==> src/rtl/rr_stream_mux.sv <==
// rr_stream_mux: round-robin N:1 stream mux with a one-entry registered output stage.
// Optional build macro RR_STREAM_MUX_FORCE_EN adds force_en/force_sel for a fixed-select mode.
module rr_stream_mux #(
    parameter int NUM_CH = 4,
    parameter int DATA_W = 8,
    localparam int CH_W = (NUM_CH > 1) ? $clog2(NUM_CH) : 1
) (
    input  logic                     clk,
    input  logic                     rst_n,
    input  logic [NUM_CH-1:0]        in_valid,
    input  logic [NUM_CH*DATA_W-1:0] in_data,
    output logic [NUM_CH-1:0]        in_ready,
    output logic                     out_valid,
    output logic [DATA_W-1:0]        out_data,
    output logic [CH_W-1:0]          out_ch,
`ifdef RR_STREAM_MUX_FORCE_EN
    input  logic                     force_en,
    input  logic [CH_W-1:0]          force_sel,
`endif
    input  logic                     out_ready
);
    typedef enum logic {EMPTY, FULL} state_t;
    state_t          state, state_nxt;
    logic [CH_W-1:0] last_grant, grant;
    logic            any, hold_ptr, load, xfer;
    int              idx;
    // Grant search starts just after the last winner and wraps, so the nearest requester wins
    always_comb begin
        grant    = '0;
        any      = 1'b0;
        hold_ptr = 1'b0;
        idx      = 0;
        for (int k = NUM_CH; k >= 1; k--) begin
            idx = (int'(last_grant) + k) % NUM_CH;
            if (in_valid[idx[CH_W-1:0]]) begin
                grant = idx[CH_W-1:0];
                any   = 1'b1;
            end
        end
`ifdef RR_STREAM_MUX_FORCE_EN
        if (force_en) begin
            hold_ptr = 1'b1;
            grant    = force_sel;
            any      = (int'(force_sel) < NUM_CH) && in_valid[force_sel];
        end
`endif
    end
    assign load     = (state == EMPTY) | out_ready;
    assign xfer     = any & load;
    assign in_ready = xfer ? {{(NUM_CH-1){1'b0}}, 1'b1} << grant : '0;
    // Output stage state register
    always_ff @(posedge clk or negedge rst_n) begin
        if (!rst_n) state <= EMPTY;
        else        state <= state_nxt;
    end
    // Refill wins over drain so back-to-back words sustain one per cycle
    always_comb state_nxt = xfer ? FULL : (out_ready ? EMPTY : state);
    // Output stage flags
    always_comb out_valid = (state == FULL);
    // Capture the winning word and advance the priority pointer on each transfer
    always_ff @(posedge clk or negedge rst_n) begin
        if (!rst_n) begin
            out_data   <= '0;
            out_ch     <= '0;
            last_grant <= CH_W'(NUM_CH - 1);
        end else if (xfer) begin
            out_data   <= in_data[grant*DATA_W +: DATA_W];
            out_ch     <= grant;
            last_grant <= hold_ptr ? last_grant : grant;
        end
    end
endmodule

==> config.mk <==
export PLATFORM = sky130hd
export DESIGN_NAME = rr_stream_mux
export DESIGN_NICKNAME = d
export VERILOG_FILES = /design/src/rtl/rr_stream_mux.sv
export SDC_FILE = /design/constraint.sdc
export NUM_CORES = 1
export LEC_CHECK = 0
export BUFFER_PORTS_ARGS = -buffer_cell sky130_fd_sc_hd__buf_2
export CAP_MARGIN = 10
export CORE_ASPECT_RATIO = 0.8
export CORE_MARGIN = 2
export CORE_UTILIZATION = 40
export DETAILED_ROUTE_END_ITERATION = 16
export GPL_ROUTABILITY_DRIVEN = 0
export PLACE_DENSITY = 0.72
export SLEW_MARGIN = 30
export SYNTH_ARGS = -nofsm -noshare
export SYNTH_HDL_FRONTEND = slang
export SYNTH_SLANG_ARGS = --single-unit
==> constraint.sdc <==
create_clock -name clk -period 2.4 [get_ports clk]
set_clock_uncertainty 0.1 [all_clocks]
set_input_delay 0.48 -clock clk [delete_from_list [all_inputs] [get_ports clk]]
set_output_delay 0.48 -clock clk [all_outputs]
set_load 0.05 [all_outputs]
==> implementation parameters, run 1 <==
Parameter                              Value

Status
  Result of the run    finished, violations left
  Failing checks    negative setup slack

Cells and area
  Fill cells    195
  Area grow syn2layout    43.4%
  Layout cell share with drive strength beyond 1    56.6%
  N_diodes    0
  NumNets Final    185
  Post-layout utilization of the core    59.0%

Power
  Int Pwr    0.528 mW
  Combinational group share of total power    55.3%
  Reported leakage power    0.652 nW
  Power density normalized to cell area    801 nW/um^2
  Maximum resistive drop on vdd    0.000501 V
  Switching pwr    0.466 mW
  Flop pwr share    31.2%
  Share of power burned in the clock network    13.5%
  Sw frac    46.9%

STA
  Worst-Margin Slew    0.388 ns
  Period Utilization, post-route    100%
  Relative slew margins    74.0%
  Number of hold violations in the final report    0
  FMAX    416 MHz
  Max-slew violations    0
  Period minus WS final    2.40 ns
  Aggregate negative setup slack    -0.00244 ns
  Final number of setup-violating endpoints    1
  Setup repair after global routing missed its margin    yes
  Setup WS post-layout    -0.00244 ns

Critical path
  Maximum fanout count along the critical path    6
  Worst Setup SP    last_grant[1]$_DFFE_PN1P_
  Setup slack of the worst register-to-register path    0.28 ns
  Capturing element type of the critical path    output port
  Critical path required time    1.82 ns
  WP data arrival    1.82 ns
  Capture point of the worst reg-to-reg path    out_data[2]$_DFFE_PN0P_
  Worst setup path end    in_ready[0]
  Cell count of the worst reg-to-reg path    7
  Reg-to-reg startpoint    last_grant[1]$_DFFE_PN1P_
  Critical path start-end classification    reg2out
  Critical path launch point type    flop

Floorplanning
  Die outline area    2550 sq um
  Area of the core    2100 sq um
  Chip Height    45.6 um
  Total number of placement rows    15
  Top Ports    54
  Chip width    56.0 um
  Starting density of the core    41.1%

Clock network
  Clock sink count    13
  Max Root-Sink Buffers    2
  Root Buffer Master    sky130_fd_sc_hd__clkbuf_4
  Clk pin slew, worst setup/hold paths    0.08 ns
  Clock insertion delay at the later pin of the skew report    0.27 ns
  H-Tree Depth    1
  TritonCTS clock tree    yes
  TritonCTS buffer count    3

GRT
  Overall global routing resource usage    19.4%
  Initial antenna violation count    0
  Maximum number of pins on one net before global-route repair    14
  Number of global-route vias before repair    828
  Wire length of the first global-routing pass    3750 um
  Grt ovf    0

Drt
  Wirelength per Cell    14.1 um
  Number of vias per cell after detailed routing    5.18
  Post-route DRC    0
  Number of design-rule violations left by the first detailed-router iteration    4
  Vias after detailed routing    880
  Detailed Route WL    2400 um
  Antenna viol nets, final    0
  Drt first pass iters    3

Yosys
  Post-synth net total    124
  Count of synthesis-stage warnings from yosys    0
  Syn Std Cell Area    865 sq um
  Yosys cell types    20
  Mean instance size in the synthesized netlist    10.2 sq um
  Number of storage elements in the synthesis netlist    13
  Syn Inst Count    85
  Post-synthesis sequential area ratio    37.9%

Place
  Pre-CTS setup slack    0.172 ns
  Number of input and output port buffers inserted    53
  HPWL reported at the end of detailed placement    1880 um

Min path
  Hold Crit Class    in2reg

Job
  Max-cap check violation count    0
-- critical path, stage by stage, from the launching register on --
cell and delay (ns):
sky130_fd_sc_hd__dfstp_2 0.60, sky130_fd_sc_hd__mux2i_2 0.24, sky130_fd_sc_hd__nor2_2 0.07, sky130_fd_sc_hd__nor3_4 0.26, sky130_fd_sc_hd__inv_2 0.09, sky130_fd_sc_hd__nor2_2 0.13, sky130_fd_sc_hd__buf_6 0.17
-- layout by cell type, fill, tap and decap left out, drive strengths merged --
cell,synthesis,final
a21o,1,1
a21oi,6,6
a31oi,1,1
buf,6,60
clkbuf,0,4
clkinv,0,1
dfrtp,11,11
dfstp,2,2
dlygate4sd3,0,1
inv,3,3
mux2i,17,17
nand2,16,16
nand2b,1,1
nor2,8,8
nor3,1,1
nor3b,1,1
nor4,1,1
o21bai,1,1
o221ai,8,8
or2b,1,1
-- kinds of logic (layout without fill, tap and decap cells) --
kind of cell	count (synthesis)	in the layout	synth area share, %
buffers and inverters	9	69	8.68
flip-flops	13	13	37.9
AND/OR/NAND/NOR	29	29	14.9
multiplexers	17	17	19.7
AO/OA/AOI/OAI	17	17	18.8
-- routing by layer --
| metal | track usage, % | vias up | routed length [um] |
|---|---|---|---|
| met5 | 0 | - | 0 |
| met4 | 2.86 | 0 | 0 |
| met3 | 5.97 | 0 | 120 |
| met2 | 38.1 | 23 | 1350 |
| met1 | 21.5 | 432 | 930 |
| li1 | - | 425 | - |
-- what timing repair did --
action	in CTS	in global routing
resized for setup	6	8
endpoints found under the hold margin	11	0
pin swaps	1	2
hold buffers	1	0
cloned	0	0
setup buffers	1	1
endpoints found under the setup margin	3	4
-- state kept, by name, indices dropped and copies added (netlist names) --
signal / count
last_grant: 2
out_ch: 2
out_valid: 1
out_data: 8
-- area by class of cell --
class                           count  area (sq um)  share of cell area [%]
Multi-Input combinational cell     63           485                    39.2
Timing Repair Buffer               62           357                    28.8
Sequential cell                    13           328                    26.4
Tap cell                           25          31.3                    2.52
Clock buffer                        3          22.5                    1.82
Inverter                            3          11.3                   0.908
Clock inverter                      1          5.00                   0.404
-- worst min-delay path by stage --
stage                                      from                      end  slack [ns]  depth (start not counted)
after floorplan                           rst_n    out_ch[0]$_DFFE_PN0P_        0.08                          0
after global placement                    rst_n  out_data[5]$_DFFE_PN0P_        0.28                          1
after detailed placement                  rst_n  out_data[5]$_DFFE_PN0P_        0.28                          1
after CTS                             out_ready    out_valid$_DFFE_PN0P_        0.37                          4
after global routing      out_ch[1]$_DFFE_PN0P_    out_ch[1]$_DFFE_PN0P_        0.41                          2
final                                 out_ready    out_valid$_DFFE_PN0P_        0.38                          4
-- through the flow --
step / power [mW] / std cells / hold slack [ns] / area, sq um
after floorplan: 0.709 / 85 / 0.0844 / 865
after global placement: 0.816 / 163 / 0.282 / 1150
after global routing: 1.05 / 170 / 0.409 / 1240
after detailed placement: 0.831 / 163 / 0.285 / 1150
after CTS: 0.985 / 169 / 0.372 / 1210
final: 0.994 / 170 / 0.382 / 1240
-- power by group through the flow --
stage	clock, mW	combinational, mW	sequential, mW
4_1_cts	0.141	0.534	0.309
6_report	0.134	0.549	0.310
2_1_floorplan	0	0.244	0.464
3_3_place_gp	0	0.506	0.310
3_5_place_dp	0	0.519	0.313
5_1_grt	0.149	0.584	0.318
-- cells in the mapped netlist, drive strengths merged --
library cell,number,share of area [%]
dfstp,2,6.1
nand2,16,6.9
mux2i,17,20
o221ai,8,12
nor2,8,3.5
dfrtp,11,32
o21bai,1,0.87
a21o,1,0.87
buf,6,7.4
inv,3,1.3
a31oi,1,0.72
nand2b,1,0.72
or2b,1,1.0
nor3,1,1.2
nor3b,1,0.87
nor4,1,0.72
a21oi,6,3.9
(Power assumes the default switching activity.)
==> inputs of run 2 (changes only) <==
Settings changed: RECOVER_POWER set to 25.
==> run 2 against run 1 <==
  * The flow still finishes with violations (negative setup slack)
  * Sequential cell count did not move
  * Core utilization fell by 0.060 points
  * Hold slack did not move
  * Final cell count did not move
  * Routed wire length barely moved
  * Design area fell by 0.10%
  * Critical endpoint unchanged
  * Largest cell class unchanged
  * Highest routed layer unchanged
==> implementation parameters, run 2 (synthesis gave the netlist of run 1 again) <==
Parameter                              Value

Status
  Result of the run    finished, violations left
  Failing checks    negative setup slack

Clock network
  Clock sink count    13
  TritonCTS buffer count    3
  H-Tree Depth    1
  Clk pin slew, worst setup/hold paths    0.08 ns
  Root Buffer Master    sky130_fd_sc_hd__clkbuf_4
  Clock insertion delay at the later pin of the skew report    0.27 ns
  Max Root-Sink Buffers    2
  TritonCTS clock tree    yes

GRT
  Maximum number of pins on one net before global-route repair    14
  Wire length of the first global-routing pass    3750 um
  Initial antenna violation count    0
  Grt ovf    0
  Number of global-route vias before repair    828
  Overall global routing resource usage    19.4%

STA
  Relative slew margins    52.4%
  Setup WS post-layout    -0.00244 ns
  Max-slew violations    0
  Period minus WS final    2.40 ns
  Setup repair after global routing missed its margin    yes
  FMAX    416 MHz
  Period Utilization, post-route    100%
  Worst-Margin Slew    0.714 ns
  Final number of setup-violating endpoints    1
  Worst hold margin    0.382 ns
  Number of hold violations in the final report    0

Cells and area
  Register bank with the most flops    out_data
  Most used cells in the layout excluding fill and tap cells    sky130_fd_sc_hd__buf_2 (48), sky130_fd_sc_hd__nand2_1 (16), sky130_fd_sc_hd__mux2i_1 (16), sky130_fd_sc_hd__dfrtp_1 (11), sky130_fd_sc_hd__buf_4 (8)
  Area grow syn2layout    43.3%
  Max FFs per register    8
  Largest regs    out_data (8), last_grant (2), out_ch (2)
  Most common library cell in the layout ignoring fill and taps    sky130_fd_sc_hd__buf_2
  NumNets Final    185
  Layout cell share with drive strength beyond 1    55.9%
  N_diodes    0

Critical path
  Maximum fanout count along the critical path    6
  Critical path start-end classification    reg2out
  Slowest-stage cell, CP    sky130_fd_sc_hd__dfstp_2
  Critical path launch point type    flop
  Critical path required time    1.82 ns
  Series of cell instances along the critical path    mux2i_2 -> nor2_2 -> nor3_4 -> inv_2 -> nor2_2 -> buf_6
  Max stage delay on crit path    0.60 ns
  Cell repeated most along the worst path    sky130_fd_sc_hd__nor2_2
  Reg-to-reg startpoint    last_grant[1]$_DFFE_PN1P_
  Cell count of the worst reg-to-reg path    7
  Capturing element type of the critical path    output port
  WP data arrival    1.82 ns
  Setup slack of the worst register-to-register path    0.27 ns
  Capture point of the worst reg-to-reg path    out_data[6]$_DFFE_PN0P_

Power
  Maximum resistive drop on vdd    0.000501 V
  Combinational group share of total power    55.3%
  Flop pwr share    31.2%
  Sw frac    46.9%
  Switching pwr    0.466 mW
  Power density normalized to cell area    802 nW/um^2
  Share of power burned in the clock network    13.5%
  Int Pwr    0.527 mW
  Overall Power    0.994 mW
  Reported leakage power    0.649 nW

Floorplanning
  Chip Height    45.6 um
  Area of the core    2100 sq um
  Die outline area    2550 sq um
  Chip width    56.0 um
  Top Ports    54
  Total number of placement rows    15
  Starting density of the core    41.1%

Drt
  Antenna viol nets, final    0
  Vias after detailed routing    880
  Detailed Route WL    2400 um
  Drt first pass iters    3
  Number of design-rule violations left by the first detailed-router iteration    4
  Number of vias per cell after detailed routing    5.18
  Post-route DRC    0
  Wirelength per Cell    14.1 um

Min path
  Worst Hold Depth    4
  Hold Crit Class    in2reg
  Critical hold path startpoint    out_ready
  Worst hold endpoint    out_valid$_DFFE_PN0P_

Place
  HPWL reported at the end of detailed placement    1880 um
  Number of input and output port buffers inserted    53

Job
  Max-cap check violation count    0
run 2: cell types whose count changed in the layout (fill, tap and decap cells not counted):
cell | previous run | this run
sky130_fd_sc_hd__buf_2 | 49 | 48
sky130_fd_sc_hd__clkbuf_1 | 0 | 1
run 2: worst max-delay path by stage:
stage | from | endpoint | slack (ns)
after floorplan | last_grant[1]$_DFFE_PN1P_ | in_ready[0] | -0.20
after global placement | in_valid[3] | in_ready[0] | 0.20
after CTS | last_grant[1]$_DFFE_PN1P_ | in_ready[2] | 0.02
after global routing | last_grant[1]$_DFFE_PN1P_ | in_ready[1] | -0.06
final | last_grant[1]$_DFFE_PN1P_ | in_ready[0] | -0.002
after detailed placement | in_valid[3] | in_ready[1] | 0.17
run 2: area by class of cell:
cell class | count | area, sq um
fill | 196 | 863
multi-input combinational | 63 | 485
timing repair buffer | 62 | 355
sequential | 13 | 328
tap | 25 | 31.3
clock buffer | 3 | 22.5
inverter | 3 | 11.3
clock inverter | 1 | 5.00
run 2: critical path, delay by kind of cell, from the launching register on:
family,cells,cell delay (ns)
mux,1,0.24
buf+inv,2,0.26
simple gates,3,0.46
flops,1,0.60
run 2: power groups by stage:
stage | sequential, mW | clock [mW] | combinational (mW)
detailed placement | 0.313 | 0 | 0.519
floorplan | 0.464 | 0 | 0.244
CTS | 0.309 | 0.141 | 0.534
global placement | 0.310 | 0 | 0.506
global route | 0.318 | 0.149 | 0.583
finish | 0.310 | 0.134 | 0.549
run 2: per-stage QoR:
stage               instance area [sq um]   TNS, ns  std cells  util, %  setup WS (ns)
detailed placement                   1150         0        163     54.6          0.172
global placement                     1150         0        163     54.6          0.197
floorplan                             865    -0.555         85        -         -0.204
finish                               1240  -0.00244        170     58.9       -0.00244
CTS                                  1210         0        169     57.6         0.0193
global route                         1240    -0.181        170     58.9        -0.0636
run 2: what timing repair did:
action | 4_1_cts | 5_1_grt
buffers inserted | 1 | 1
hold endpoints to repair | 11 | 0
hold buffers | 1 | 0
resized for setup | 6 | 8
setup endpoints to repair | 3 | 4
pin swaps | 1 | 2
run 2: routing by layer:
| layer | part of all wire [%] | global-route usage, % | vias to the layer above |
|---|---|---|---|
| li1 | - | - | 425 |
| met1 | 39 | 21.5 | 432 |
| met2 | 56 | 38.1 | 23 |
| met3 | 5.0 | 5.97 | 0 |
| met4 | 0 | 2.86 | 0 |
| met5 | 0 | 0 | - |
